## src/rtl/mult_mem_pkg.sv

```systemverilog
// Shared definitions for the matmul result path.
// Holds the result/Avalon widths and the result-writer state type.
package mult_mem_pkg;

  localparam int RESULT_WIDTH      = 24;
  localparam int AVALON_DATA_WIDTH = 32;
  localparam int AVALON_ADDR_WIDTH = 32;

  typedef enum logic [1:0] {
    ST_IDLE  = 2'd0,
    ST_WRITE = 2'd1,
    ST_DONE  = 2'd2
  } wr_state_t;

  // Zero-extend a result element onto the Avalon data bus.
  function automatic logic [AVALON_DATA_WIDTH-1:0] widen_result(
    input logic [RESULT_WIDTH-1:0] value
  );
    return {{(AVALON_DATA_WIDTH-RESULT_WIDTH){1'b0}}, value};
  endfunction

endpackage

```

## src/rtl/avalon_result_writer.sv

```systemverilog
// avalon_result_writer
// Captures a matmul result vector (and optionally its sum) on a start pulse
// and writes it out word by word as an Avalon-MM master.
//
// Configuration macro: WRITE_SUM_EN -- when defined, the sum is written as an
// extra word after the vector (N = DEPTH+1); otherwise N = DEPTH and the sum
// port is ignored.
//
// Ports:
//   clk, rst_n     clock, asynchronous active-low reset
//   start          single-cycle "results valid" pulse (accepted only when idle)
//   c_vector       DEPTH result elements, RESULT_WIDTH bits each
//   sum            result sum (used only with WRITE_SUM_EN)
//   address        Avalon byte address, BASE_ADDR + 4*index
//   write          Avalon write request
//   writedata      zero-extended result word
//   byteenable     constant all-ones
//   waitrequest    Avalon slave stall
//   busy           high from accepted start until done
//   done           one-cycle pulse after the last write is accepted
module avalon_result_writer
  import mult_mem_pkg::*;
#(
  parameter int          DEPTH     = 8,
  parameter logic [31:0] BASE_ADDR = 32'h0000_0000
) (
  input  logic                         clk,
  input  logic                         rst_n,
  input  logic                         start,
  input  logic [RESULT_WIDTH-1:0]      c_vector [0:DEPTH-1],
  input  logic [RESULT_WIDTH-1:0]      sum,
  output logic [AVALON_ADDR_WIDTH-1:0] address,
  output logic                         write,
  output logic [AVALON_DATA_WIDTH-1:0] writedata,
  output logic [3:0]                   byteenable,
  input  logic                         waitrequest,
  output logic                         busy,
  output logic                         done
);

`ifdef WRITE_SUM_EN
  localparam int N_WORDS = DEPTH + 1;
`else
  localparam int N_WORDS = DEPTH;
`endif

  localparam int IDX_W = $clog2(DEPTH + 2);
  localparam logic [IDX_W-1:0] LAST_IDX = IDX_W'(N_WORDS - 1);

  wr_state_t               state, state_next;
  logic [IDX_W-1:0]        idx, idx_next;
  logic [RESULT_WIDTH-1:0] c_reg [0:DEPTH-1];
  logic                    capture;
  logic                    accept;
  logic [RESULT_WIDTH-1:0] elem;

`ifdef WRITE_SUM_EN
  logic [RESULT_WIDTH-1:0] sum_reg;
`else
  logic sum_unused;
  assign sum_unused = ^sum;
`endif

  // State, index and capture registers.
  always_ff @(posedge clk or negedge rst_n) begin
    if (!rst_n) begin
      state <= ST_IDLE;
      idx   <= '0;
      for (int unsigned i = 0; i < DEPTH; i++) begin
        c_reg[i] <= '0;
      end
`ifdef WRITE_SUM_EN
      sum_reg <= '0;
`endif
    end else begin
      state <= state_next;
      idx   <= idx_next;
      if (capture) begin
        for (int unsigned i = 0; i < DEPTH; i++) begin
          c_reg[i] <= c_vector[i];
        end
`ifdef WRITE_SUM_EN
        sum_reg <= sum;
`endif
      end
    end
  end

  assign accept = (state == ST_WRITE) && !waitrequest;

  // Next-state, index and capture control.
  always_comb begin
    state_next = state;
    idx_next   = idx;
    capture    = 1'b0;
    unique case (state)
      ST_IDLE: begin
        if (start) begin
          capture    = 1'b1;
          idx_next   = '0;
          state_next = ST_WRITE;
        end
      end
      ST_WRITE: begin
        if (accept) begin
          if (idx == LAST_IDX) begin
            state_next = ST_DONE;
          end else begin
            idx_next = idx + 1'b1;
          end
        end
      end
      ST_DONE: begin
        state_next = ST_IDLE;
      end
      default: begin
        state_next = ST_IDLE;
      end
    endcase
  end

  // Word select: vector elements first, then the sum (if enabled) at index DEPTH.
  always_comb begin
`ifdef WRITE_SUM_EN
    elem = sum_reg;
`else
    elem = '0;
`endif
    for (int unsigned i = 0; i < DEPTH; i++) begin
      if (idx == IDX_W'(i)) begin
        elem = c_reg[i];
      end
    end
  end

  // Outputs decode from registered state only, so they hold stable under
  // waitrequest and drop to zero as soon as reset asserts.
  always_comb begin
    write      = 1'b0;
    address    = '0;
    writedata  = '0;
    byteenable = 4'hF;
    busy       = (state != ST_IDLE);
    done       = (state == ST_DONE);
    if (state == ST_WRITE) begin
      write     = 1'b1;
      address   = BASE_ADDR + (AVALON_ADDR_WIDTH'(idx) << 2);
      writedata = widen_result(elem);
    end
  end

endmodule

```

## config.mk

```make
export PLATFORM = sky130hd
export DESIGN_NAME = avalon_result_writer
export DESIGN_NICKNAME = d
export VERILOG_FILES = /design/src/rtl/mult_mem_pkg.sv /design/src/rtl/avalon_result_writer.sv
export SDC_FILE = /design/constraint.sdc
export NUM_CORES = 1
export LEC_CHECK = 0
export ABC_AREA = 1
export BUFFER_PORTS_ARGS = -buffer_cell sky130_fd_sc_hd__buf_2
export CAP_MARGIN = 20
export CORE_ASPECT_RATIO = 0.75
export CORE_MARGIN = 2
export CORE_UTILIZATION = 45
export CTS_CLUSTER_DIAMETER = 50
export DETAILED_ROUTE_END_ITERATION = 8
export GPL_ROUTABILITY_DRIVEN = 0
export PLACE_DENSITY = 0.73
export SLEW_MARGIN = 10
export SYNTH_ARGS = -nofsm -noshare
export SYNTH_HDL_FRONTEND = slang
export SYNTH_SLANG_ARGS = --single-unit
```

## constraint.sdc

```tcl
create_clock -name clk -period 5.2 [get_ports clk]
set_input_delay 0.52 -clock clk [delete_from_list [all_inputs] [get_ports clk]]
set_output_delay 0.52 -clock clk [all_outputs]
set_load 0.05 [all_outputs]
```

==> out/metrics.yaml, run 1 <==
status: "completed"
synth.most_common_cell: "nand2_1"
seq_area_frac_synth_pct: 47.18
die_y_um: 136.3
path_delay_family: "simple AND/OR/NAND/NOR gates"
peakVddDrop_v: 0.0005527
synthFlopType: "dfrtp_1"
setup_tns_ps: 0
via_per_inst: 4.854
r2r-start: "state[1]"
placementRows: 48
ys_top_cells_by_area: "dfrtp_1 (47%), mux2_2 (18%), nand2_1 (9.8%), nor2_1 (5.4%), nand3_1 (4.8%)"
syn_to_final_growth_pct: 16.36
setup_viol: 0
syn_avg_cell_area_um2: 8.946
synth.top_cell.area_share_pct: 47.18
initial_utilization_pct: 45.78
leakage_nw: 6.598
cts-resized-gates: 0
instances_no_fill: 1671
root_buffer: "clkbuf_16"
fp.dieW_um: 180.4
cts_buffers: 17
synth_top_area_cell: "dfrtp_1"
routed_wl_mm: 24.71
numPortBuffers: 226
synthAdderAreaFrac_pct: 0.4765
route.detailed.drc: 0
cts_buffer_depth: 2
synthSimpleGateAreaFrac_pct: 22.41
finalHoldViolations: 0
synth_top_family_by_area: "simple AND/OR/NAND/NOR gates"
synthMuxAreaShare_pct: 18.01
synth-compound-area-share_pct: 1.382
cts_tree: "built"
htree_levels: 4
start_kind: "register"
drive_above_1_share_pct: 32.63
fin_crit_sh_pct: 72.63
nets: 1579
finalMaxSlewViolations: 0
max_stage_delay_ps: 600
holdWs_ps: 168.8
drtAntennaViolNets: 0
grt_pass1_wl_mm: 40.08
synth_edf_count: 0
grt_util_all_layers_pct: 20.61
drt_iter0_drc: 548
crit_path_start: "idx[0]"
synthesis.area_um2: 10500
grt_pass1_vias: 7880
skew_ps: 12.71
grt_max_degree: 123
synthDistinctLibCells: 27
cp_max_fo: 24
ys_seq_elements: 198
tightest_slew_ps: 1001
crit_path_frequent_cell: "nand2_1"
worstSkewPairLatency_ps: 440
crit_slowest_cell: "nand2_1"
synthCells: 1174
final.min_clock_period_ps: 3777
grt-ovfl-total: 0
largest_register_ffs: 192
cts.sinks: 198
synth_commonest_cells: "nand2_1 (273), dfrtp_1 (198), mux2_2 (168), nor2_1 (150)"
async_reset_ff_share_pct: 100.0
fmax_mhz: 264.8
endpoint_kind: "output pin"
synth_xor_xnor_area_share_pct: 0.08339
rsz0062_at_grt: "false"
die_area_um2: 24590
post_drt_wl_per_cell_um: 14.78
postCtsSetupRepairBufs: 0
path_buf_inv: 3
dp_cells: 1636
dr.pass1.iters: 6
io_pins: 291
powerDensity_nw_per_um2: 684.7
vias: 8111
fillers: 2094
worst_ep_arrival_time_ps: 3260
postCtsHoldBufs: 0
antenna_found_initial: 12
hp-class: "input pin to async pin"
worstPathCellList: "inv_1 > ha_1 > buf_4 > nand2_1 > nand3_1 > nand2_1 > nand2_1 > nand2_1 > nand2_1 > nand2_1 > nand2_1 > buf_2"
dpl.hpwl_mm: 17.24
cp.required_ps: 4680
fp.coreArea_um2: 22940
maxCapViolCount: 0
clkSlewWorstSetupHoldPaths_ps: 70
max-slew-margin-rel_pct: 33.14
yosysWarnings: 0
path_class: "register to output pin"
==> final cells by class <==
class / count / area (µm²) / share of cell area [%]
Sequential cell: 198 / 4955 / 40.54
Inverter: 103 / 386.6 / 3.164
Clock inverter: 10 / 192.7 / 1.577
Timing Repair Buffer: 235 / 1220 / 9.983
Multi-Input combinational cell: 800 / 4621 / 37.81
Tap cell: 300 / 375.4 / 3.072
Antenna cell: 4 / 10.01 / 0.08191
Clock buffer: 21 / 460.4 / 3.768
==> cell families (layout without fill, tap and decap cells) <==
kind of cell | count (synthesis) | count (layout)
XOR/XNOR | 1 | 1
flip-flops | 198 | 198
buffers and inverters | 214 | 369
other | 2 | 44
AO/OA/AOI/OAI | 29 | 29
multiplexers | 168 | 168
AND/OR/NAND/NOR | 558 | 558
adder cells (fa/ha/maj) | 4 | 4
==> metrics by stage <==
| step | setup WS [ps] | power (W) | cell area (µm²) | util (%) |
|---|---|---|---|---|
| floorplan | 2754 | 0.005977 | 10650 | - |
| global placement | 1886 | 0.006857 | 11560 | 50.38 |
| detailed placement | 1883 | 0.006963 | 11560 | 50.38 |
| CTS | 1402 | 0.008468 | 12210 | 53.22 |
| global route | 1079 | 0.009023 | 12220 | 53.25 |
| finish | 1423 | 0.008368 | 12220 | 53.27 |
==> worst reg2reg max path: stages (launching register included) <==
cell and delay (ps):
dfrtp_1 410, inv_1 110, nand3_4 450, buf_4 690, mux2_2 460
==> power by group <==
part	internal [W]	switching [W]
clock network	0.000883	0.000606
logic	0.00145	0.00283
registers	0.00226	0.000337
total	0.00459	0.00377
==> per-layer routing <==
metal,global-route usage (%),share of wire [%],up-vias
met3,6.563,7.6,31
met5,0,0.34,-
met4,4.525,0.99,14
met2,33.61,47,248
li1,-,-,3999
met1,27.04,44,3819
==> placed cells by master, fill, tap and decap left out, types with 4 or more instances in the layout <==
| cell type | instances |
|---|---|
| nand2_1 | 271 |
| buf_2 | 225 |
| dfrtp_1 | 198 |
| mux2_2 | 168 |
| nor2_1 | 150 |
| inv_1 | 101 |
| nand3_1 | 100 |
| conb_1 | 40 |
| nand3b_1 | 24 |
| a21oi_1 | 24 |
| clkbuf_16 | 17 |
| buf_4 | 8 |
| bufinv_16 | 5 |
| diode_2 | 4 |
| o21ai_1 | 4 |
==> worst paths after layout <==
kind                                      to  cells after the start  slack [ps]
worst min register to register    c_reg[133]                      1         500
worst max register to register     c_reg[32]                      4        2950
max in group asynchronous          c_reg[98]                      2        3770
worst max-delay path            writedata[1]                     12        1420
min in group clk                    c_reg[4]                      2         300
worst min-delay path              c_reg[166]                      1         170
Note: power is estimated with default switching activity, not from simulation.
==> run 2: changes to the inputs <==
- ABC_AREA: 1 -> 0
- PLACE_DENSITY: 0.73 -> 0.74
- clock period: 5.2 -> 3.6 ns (I/O delays scaled with it)
==> run 2 against run 1 <==
Via count increased by 8.8%; sequential share of layout area up 1.9 points; clock power is 30% higher; register-to-register slack worse by 1800 ps; first-iteration DRC count increased by 47%; non-clock buffer count rose by 13.
==> out/metrics.yaml, run 2 <==
routed_wl_mm: 28.53  # +15%
syn_to_final_growth_pct: 19.25
clockPowerShare_pct: 16.0  # -1.8 points
setup_tns_ps: 0  # unchanged
postCtsSetupRepairBufs: 0  # unchanged
dr.pass1.iters: 7  # +1
die_y_um: 131.7  # -3.4%
regArea_um2: 4955  # unchanged
synthFlopType: "dfrtp_1"
ys_top_cells_by_area: "dfrtp_1 (51%), nand2_1 (19%), o21ai_0 (3.9%), a21oi_1 (3.8%), buf_4 (3.1%)"
synth_top_area_cell: "dfrtp_1"
placementRows: 46  # -4.2%
synth.top_cell.area_share_pct: 50.65  # +3.5 points
clkSlewWorstSetupHoldPaths_ps: 80  # about the same
fillers: 1997  # -4.6%
numPortBuffers: 226  # unchanged
final_cell_mix: "nand2_1 (483), buf_2 (222), dfrtp_1 (198)"
cts_tree: "built"
nets: 1615  # +2.3%
drt_iter0_drc: 806  # +47%
fin_crit_sh_pct: 93.92
grt_pass1_vias: 8616  # +9.3%
final_area_um2: 11660  # -4.5%
r2r_cells: 6  # +2
grt_max_degree: 120  # -2.4%
powerDensity_nw_per_um2: 1040  # +52%
switchingPower_w: 0.005839  # +55%
cts_buffer_depth: 2  # unchanged
synth_commonest_cells: "nand2_1 (484), dfrtp_1 (198), clkbuf_1 (79), o21ai_0 (77), a21oi_1 (75)"
rsz0062_at_grt: "false"
p_int_w: 0.006288  # +37%
start_kind: "register"
place_area_um2: 11050  # -4.4%
leakage_nw: 5.991  # -9.2%
skew_ps: 17.28  # +4.573 ps
die_area_um2: 22950  # -6.7%
fp.dieW_um: 174.2  # -3.4%
antenna_found_initial: 4  # -8
fp.coreArea_um2: 21240  # -7.4%
path_class: "register to output pin"
layout_commonest_cell: "nand2_1"
cp.required_ps: 3240  # -1440 ps
synthDistinctLibCells: 30  # +11%
endpoint_kind: "output pin"
maxCapViolCount: 0  # unchanged
htree_levels: 4  # unchanged
dpl.hpwl_mm: 19.26  # +12%
multi_input_area_um2: 4135  # -11%
syn_avg_cell_area_um2: 8.031  # -10%
worstSkewPairLatency_ps: 450  # about the same
finalHoldViolations: 0  # unchanged
post_drt_wl_per_cell_um: 16.85  # +14%
cts.sinks: 198  # unchanged
final.min_clock_period_ps: 3381
route.detailed.drc: 0  # unchanged
largest_register_ffs: 192  # unchanged
cp_max_fo: 24  # unchanged
cts_buffers: 17  # unchanged
hp-class: "input pin to async pin"
async_reset_ff_share_pct: 100.0  # unchanged
initial_utilization_pct: 46.06  # +0.28 points
synthCells: 1218  # +3.7%
via_per_inst: 5.210  # +7.3%
grt-ovfl-total: 0  # unchanged
fmax_mhz: 295.8
power_frac_seq_pct: 31.2  # about the same
drive_above_1_share_pct: 20.44  # -12 points
synth_edf_count: 0  # unchanged
seq_area_frac_synth_pct: 50.65  # +3.5 points
swShare_pct: 48.15  # +3.0 points
synth.most_common_cell: "nand2_1"
worst_ep_arrival_time_ps: 3020  # -240 ps
tightest_slew_ps: 939.0  # -61.49 ps
pwr-share-comb_pct: 52.8  # +1.7 points
status: "completed"
grt_pass1_wl_mm: 44.97  # +12%
max-slew-margin-rel_pct: 37.40  # +4.3 points
io_pins: 291  # unchanged
finalMaxSlewViolations: 0  # unchanged
yosysWarnings: 0  # unchanged
setup_viol: 0  # unchanged
drtAntennaViolNets: 0  # unchanged
root_buffer: "clkbuf_16"
vias: 8821  # +8.8%
peakVddDrop_v: 0.0007887  # +43%
postCtsHoldBufs: 0  # unchanged
ys_seq_elements: 198  # unchanged
cts-resized-gates: 0  # unchanged
grt_util_all_layers_pct: 24.93  # +4.3 points
synthesis.area_um2: 9782  # -6.9%
[run 2: area by class of cell]
| class | instances | area share (%) |
|---|---|---|
| inverters | 53 | 1.705 |
| repair buffers | 248 | 12.17 |
| diodes | 1 | 0.02145 |
| clock buffers | 20 | 3.915 |
| flip-flops and latches | 198 | 42.48 |
| multi-input cells | 873 | 35.45 |
| clock inverters | 12 | 1.169 |
| well taps | 288 | 3.089 |
[run 2: path summary, 6_finish.rpt]
path	startpoint	endpoint	slack (ps)
setup / recovery	idx[0]	writedata[0]	220
max in group asynchronous	rst_n	c_reg[54]	2740
min in group clk	c_vector[166]	c_reg[166]	90
setup reg to reg	idx[3]	idx[3]	1200
hold / removal	rst_n	c_reg[150]	40
hold reg to reg	c_reg[124]	c_reg[124]	480
[run 2: metal layers]
layer / vias to the layer above / global-route usage [%] / wire [µm]
met5: - / 0 / 46
met4: 6 / 7.703 / 599
met3: 40 / 6.250 / 2380
met2: 371 / 39.46 / 12950
met1: 4153 / 33.76 / 12550
li1: 4251 / - / -
[run 2: critical path, stage by stage (launching register included)]
cell,delay [ps]
dfrtp_1,440
ha_1,260
or3_1,710
o32a_1,510
o21ai_0,450
buf_12,200
[run 2: power groups by stage]
stage	Clock, W	Sequential [W]	Combinational, W
4_1_cts	0.00196	0.00378	0.00639
5_1_grt	0.00205	0.00390	0.00700
3_5_place_dp	0	0.00382	0.00635
6_report	0.00194	0.00379	0.00640
3_3_place_gp	0	0.00378	0.00625
2_1_floorplan	0	0.00366	0.00464
[run 2: logic make-up (layout without fill, tap and decap cells)]
| group | after synthesis | count (layout) | share of synthesized area, % |
|---|---|---|---|
| DFF | 198 | 198 | 50.65 |
| other | 2 | 41 | 0.07677 |
| adders and majority gates | 4 | 4 | 0.5117 |
| AOI/OAI and AO/OA | 273 | 273 | 17.49 |
| and+or+nand+nor | 556 | 556 | 22.46 |
| buffers and inverters | 185 | 333 | 8.813 |
[run 2: per-stage QoR]
stage	utilization [%]	hold slack, ps	worst slack, ps	power (W)	cells
global route	54.91	85.66	116.9	0.01295	1692
CTS	54.84	80.60	179.1	0.01213	1691
detailed placement	52.05	462.6	647.5	0.01018	1659
global placement	52.05	458.1	664.0	0.01003	1659
finish	54.93	37.31	218.8	0.01213	1693
floorplan	-	64.41	582.1	0.008308	1256
